File: src/rtl/fetch_align_queue.sv
// Instruction fetch/align front end for the 8080 pipeline: fixed-width fetches fill a
// circular byte queue, and one whole 1/2/3-byte instruction is presented per handshake.
module fetch_align_queue #(
   parameter int              FETCH_BYTES = 2,
   parameter int              DEPTH       = 8,
   parameter int              PC_W        = 16,
   parameter logic [PC_W-1:0] RESET_PC    = '0
) (
   input  logic                     clk,
   input  logic                     rst,
   output logic                     fetch_req,
   output logic [PC_W-1:0]          fetch_addr,
   input  logic                     fetch_valid,
   input  logic [8*FETCH_BYTES-1:0] fetch_data,
   input  logic                     redirect,
   input  logic [PC_W-1:0]          redirect_pc,
   output logic                     out_valid,
   input  logic                     out_ready,
   output logic [23:0]              out_instr,
   output logic [1:0]               out_len,
   output logic [PC_W-1:0]          out_pc
);

   localparam int PW = $clog2(DEPTH);
   localparam int CW = $clog2(DEPTH + 1);

   logic [7:0]      mem_q [DEPTH];
   logic [7:0]      mem_d [DEPTH];
   logic [PW-1:0]   rd_ptr_q, rd_ptr_d;
   logic [PW-1:0]   wr_ptr_q, wr_ptr_d;
   logic [CW-1:0]   count_q, count_d;
   logic            inflight_q, inflight_d;
   logic [PC_W-1:0] fetch_addr_q, fetch_addr_d;
   logic [PC_W-1:0] out_pc_q, out_pc_d;

   logic [7:0]      head_b0, head_b1, head_b2;
   logic [1:0]      head_len;
   logic            wr_en, pop;

   function automatic logic [1:0] instr_len(input logic [7:0] op);
      logic [1:0] len;
      casez (op)
         8'b00???110, 8'b11???110, 8'hDB, 8'hD3:                len = 2'd2;
         8'b00??0001, 8'h22, 8'h2A, 8'h32, 8'h3A, 8'hC3, 8'hCB,
         8'hCD, 8'hDD, 8'hED, 8'hFD, 8'b11???010, 8'b11???100:  len = 2'd3;
         default:                                               len = 2'd1;
      endcase
      return len;
   endfunction

   // Bytes not yet in the queue, or beyond the instruction length, read as zero.
   always_comb begin
      head_b0  = (count_q >= CW'(1)) ? mem_q[rd_ptr_q] : 8'h00;
      head_len = instr_len(head_b0);
      head_b1  = (head_len >= 2'd2 && count_q >= CW'(2)) ? mem_q[rd_ptr_q + PW'(1)] : 8'h00;
      head_b2  = (head_len == 2'd3 && count_q >= CW'(3)) ? mem_q[rd_ptr_q + PW'(2)] : 8'h00;
   end

   assign out_valid  = (count_q != '0) && (count_q >= CW'(head_len));
   assign out_instr  = {head_b0, head_b1, head_b2};
   assign out_len    = head_len;
   assign out_pc     = out_pc_q;
   assign fetch_addr = fetch_addr_q;

   // Space check reserves room for the return still in flight; a same-cycle pop is ignored.
   assign fetch_req = !rst && !redirect &&
                      ((int'(count_q) + (inflight_q ? FETCH_BYTES : 0) + FETCH_BYTES) <= DEPTH);

   assign wr_en = fetch_valid && !redirect && !rst;
   assign pop   = out_valid && out_ready && !redirect && !rst;

   always_comb begin
      mem_d        = mem_q;
      rd_ptr_d     = rd_ptr_q;
      wr_ptr_d     = wr_ptr_q;
      count_d      = count_q;
      inflight_d   = fetch_req;
      fetch_addr_d = fetch_addr_q;
      out_pc_d     = out_pc_q;

      if (wr_en) begin
         for (int i = 0; i < FETCH_BYTES; i++) begin
            mem_d[wr_ptr_q + PW'(i)] = fetch_data[8*FETCH_BYTES-8-8*i +: 8];
         end
         wr_ptr_d = wr_ptr_q + PW'(FETCH_BYTES);
      end

      if (pop) begin
         rd_ptr_d = rd_ptr_q + PW'(head_len);
         out_pc_d = out_pc_q + PC_W'(head_len);
      end

      count_d = count_q + (wr_en ? CW'(FETCH_BYTES) : CW'(0)) - (pop ? CW'(head_len) : CW'(0));

      if (fetch_req) begin
         fetch_addr_d = fetch_addr_q + PC_W'(FETCH_BYTES);
      end

      // Redirect discards the queue and anything returning this cycle.
      if (redirect) begin
         rd_ptr_d     = '0;
         wr_ptr_d     = '0;
         count_d      = '0;
         inflight_d   = 1'b0;
         fetch_addr_d = redirect_pc;
         out_pc_d     = redirect_pc;
      end
   end

   always_ff @(posedge clk) begin
      mem_q <= mem_d;
      if (rst) begin
         rd_ptr_q     <= '0;
         wr_ptr_q     <= '0;
         count_q      <= '0;
         inflight_q   <= 1'b0;
         fetch_addr_q <= RESET_PC;
         out_pc_q     <= RESET_PC;
      end else begin
         rd_ptr_q     <= rd_ptr_d;
         wr_ptr_q     <= wr_ptr_d;
         count_q      <= count_d;
         inflight_q   <= inflight_d;
         fetch_addr_q <= fetch_addr_d;
         out_pc_q     <= out_pc_d;
      end
   end

endmodule

File: config.mk
export PLATFORM = sky130hd
export DESIGN_NAME = fetch_align_queue
export DESIGN_NICKNAME = d
export VERILOG_FILES = /design/src/rtl/fetch_align_queue.sv
export SDC_FILE = /design/constraint.sdc
export NUM_CORES = 1
export LEC_CHECK = 0
export CORE_UTILIZATION = 55
export CTS_CLUSTER_DIAMETER = 200
export DETAILED_ROUTE_END_ITERATION = 6
export GPL_TIMING_DRIVEN = 0
export PLACE_DENSITY = 0.81
export SLEW_MARGIN = 0
export SYNTH_ARGS = -nofsm -noshare
export SYNTH_HDL_FRONTEND = slang
export SYNTH_SLANG_ARGS = --single-unit
File: constraint.sdc
create_clock -name clk -period 5.4 [get_ports clk]
set_input_delay 1.62 -clock clk [delete_from_list [all_inputs] [get_ports clk]]
set_output_delay 1.62 -clock clk [all_outputs]
set_load 0.005 [all_outputs]
==> metrics.txt <==
Final Hold Viols 0; period utilization 0.9582; post-DR wirelength/cell just over 20 um; count leader, synth edfxtp_1; Main synth FF type edfxtp_1; CTS clk-pin slew, worst paths about 0.070 ns; CTS tree done; HP Class register to register; Tot Pwr between 1.5 and 2 mW; Worst Setup End Kind output port; pre-CTS setup slack ~0.066 ns; status complete, no violations; ANT nets after route 0; Max-Cap Viols 0; # IOs slightly below 100; fin worst setup slack between 0.2 and 0.25 ns; Port Buffers 96; H-tree Lvls 3; RSZ-0062 raised after global routing no; Yosys top cell area share 0.3022; CP Launch Type register; core area ~11,000 um2; Mapped Cells ~540; initial cell density of the core 0.5766; Die ar. 12,000 um2; EDFF count, synth between 60 and 70; maximum number of pins on one net before global-route repair 18; Die Wd 109.5 um; #FFs+latches synth 106; syn avg cell area between 10 and 15 um2; drt total wl around 16 mm; initial antenna violation count 0; WP data required roughly 3.8 ns; CTS Hold Bufs 0; worst clock skew approximately 0.007 ns; CP most frequent cell clkbuf_1; first-pass GRT wire length 24.67 mm; drt first pass iters 6; num rows 38; vias per cell a little over 6; hold slack a little over 0.5 ns; worst path cell trace ha_1 -> clkbuf_1 -> clkbuf_1 -> mux4_4 -> mux2i_1 -> nor3_2 -> clkdlybuf4s50_1; ys async rst share 0; total grt overflow 0; CP max FO 10; Via Count 4,801; hpwl dp 11.52 mm; RD Place Congestion 0.8907; fraction of layout cells with a size suffix above 1 0.1470; power per standard cell area about 240 nW/um2; number of DRC markers in iteration 0 415; clk root buf clkbuf_16; top cell family by delay on the critical path buffers and inverters; area grow syn2layout 25.87%; leakage around 2.7 nW; Tmin final just over 5 ns; Synth area leaders edfxtp_1 (30%), dfxtp_1 (13%), mux2i_1 (8.3%); count of different cell masters after synthesis 61; DRC viols 0; Post-synth top cells edfxtp_1 (64), mux2i_1 (53), dfxtp_1 (42); Synthesized Nets a little under 600; maximum clock path buffer count 2; final-report setup violation count 0; vias in the first global route around 4.7k; crit path kind register to output port; Rel. slew slack 0.1428; synthesized area about 6400 um2; sequential area share after synthesis 0.4344; CTS sink count about 110; area leader, netlist edfxtp_1; Post-Route Setup TNS 0 ns; Worst Max-Slew Pin Slew 1.281 ns; Peak supply drop 0.4485 mV; worst skew pair latency 0.34 ns; gr usage total 0.2837; Inserted Clock Buffers 9; Ant. Diodes 0; CP Buf/Inv Count 3; Max stage delay on crit path roughly 0.73 ns; fmax 193.3 MHz; CP max-delay cell mux4_4; die height 109.5 um; Final Max Tran Viols 0; CP arrival approximately 3.6 ns; Total Nets Final between 700 and 800; Synth Warn # 0
-- per-layer routing --
metal / share of wire / vias to the layer above / global-route usage
met5: 0 / - / 0
met4: 0.021 / 0 / 0.09333
met3: 0.076 / 31 / 0.06283
met2: 0.49 / 216 / 0.4695
met1: 0.41 / 2360 / 0.3711
li1: - / 2194 / -
-- layout make-up --
| cell class | instances | area (um2) |
|---|---|---|
| buffer | 29 | 221.5 |
| multi-input combinational | 373 | 3351 |
| timing repair buffer | 102 | 1021 |
| fill | 750 | 3025 |
| inverter | 27 | 101.3 |
| tap | 140 | 175.2 |
| sequential | 106 | 2769 |
| clock inverter | 7 | 141.4 |
| clock buffer | 9 | 225.2 |
-- what timing repair did --
action,4_1_cts,5_1_grt
gates cloned,0,0
setup endpoints to repair,1,3
hold endpoints to repair,0,0
pin swaps,2,3
setup buffers,4,2
gates resized for setup,4,17
-- stage by stage --
stage / std cells / cell area (um2) / utilization
final: 793 / 8005 / 0.7257
after global routing: 793 / 8005 / 0.7257
after CTS: 792 / 7926 / 0.7186
after detailed placement: 772 / 7496 / 0.6796
after global placement: 772 / 7496 / 0.6796
after floorplan: 536 / 6360 / -
-- tightest hold or removal path: cells and delay by family (launching register included) --
kind	cells	cell delay, ns
flip-flops	1	0.34
multiplexers	1	0.07
AND/OR/NAND/NOR	1	0.07
-- final timing paths --
kind | cells past startpoint | start | slack [ns] | to
worst max-delay path | 7 | rd_ptr_q[1] | 0.23 | out_instr[12]
worst min-delay path | 2 | fetch_addr[0] | 0.51 | fetch_addr[0]
worst max register to register | 21 | count_q[2] | 0.52 | out_pc[13]
worst min register to register | 2 | fetch_addr[0] | 0.51 | fetch_addr[0]
-- cells by family after synthesis --
group,after synthesis,synth area share
DFF,106,0.4344
muxes,83,0.1969
buffers and inverters,57,0.05095
and+or+nand+nor,160,0.1399
adders and majority gates,23,0.04997
xor gates and xnor gates,30,0.04131
AOI/OAI and AO/OA,77,0.08656
-- sequential cells by signal (all words and copies together), names as in the netlist --
register    flops
rd_ptr_q        3
wr_ptr_q        2
out_pc         16
fetch_addr     16
inflight_q      1
mem_q          64
count_q         4
-- cells in the final DEF (no fill, tap or decap), types with 4 or more instances in the layout --
| cell type | instances |
|---|---|
| dfxtp_1 | 39 |
| clkbuf_16 | 9 |
| edfxtp_1 | 64 |
| clkbuf_1 | 11 |
| xor2_1 | 16 |
| inv_1 | 24 |
| fa_1 | 4 |
| mux2i_1 | 52 |
| nand2_1 | 30 |
| and2_1 | 36 |
| mux4_2 | 16 |
| a22oi_1 | 12 |
| o21bai_1 | 7 |
| mux4_4 | 5 |
| nor3_2 | 7 |
| ha_1 | 18 |
| a21oi_1 | 27 |
| a21boi_0 | 15 |
| nor2_1 | 39 |
| buf_6 | 6 |
| and3_1 | 12 |
| clkdlybuf4s50_1 | 95 |
| nand4_1 | 7 |
| nand3_1 | 4 |
| buf_4 | 9 |
| mux4_1 | 9 |
| bufinv_16 | 4 |
| xnor2_1 | 13 |
-- power by group --
part	leakage (nW)	internal, mW	total (mW)	switching, mW
clock	0.176	0.500	0.784	0.285
combinational	1.66	0.145	0.270	0.126
sequential	0.887	0.880	0.905	0.0254
(Power assumes the default switching activity.)
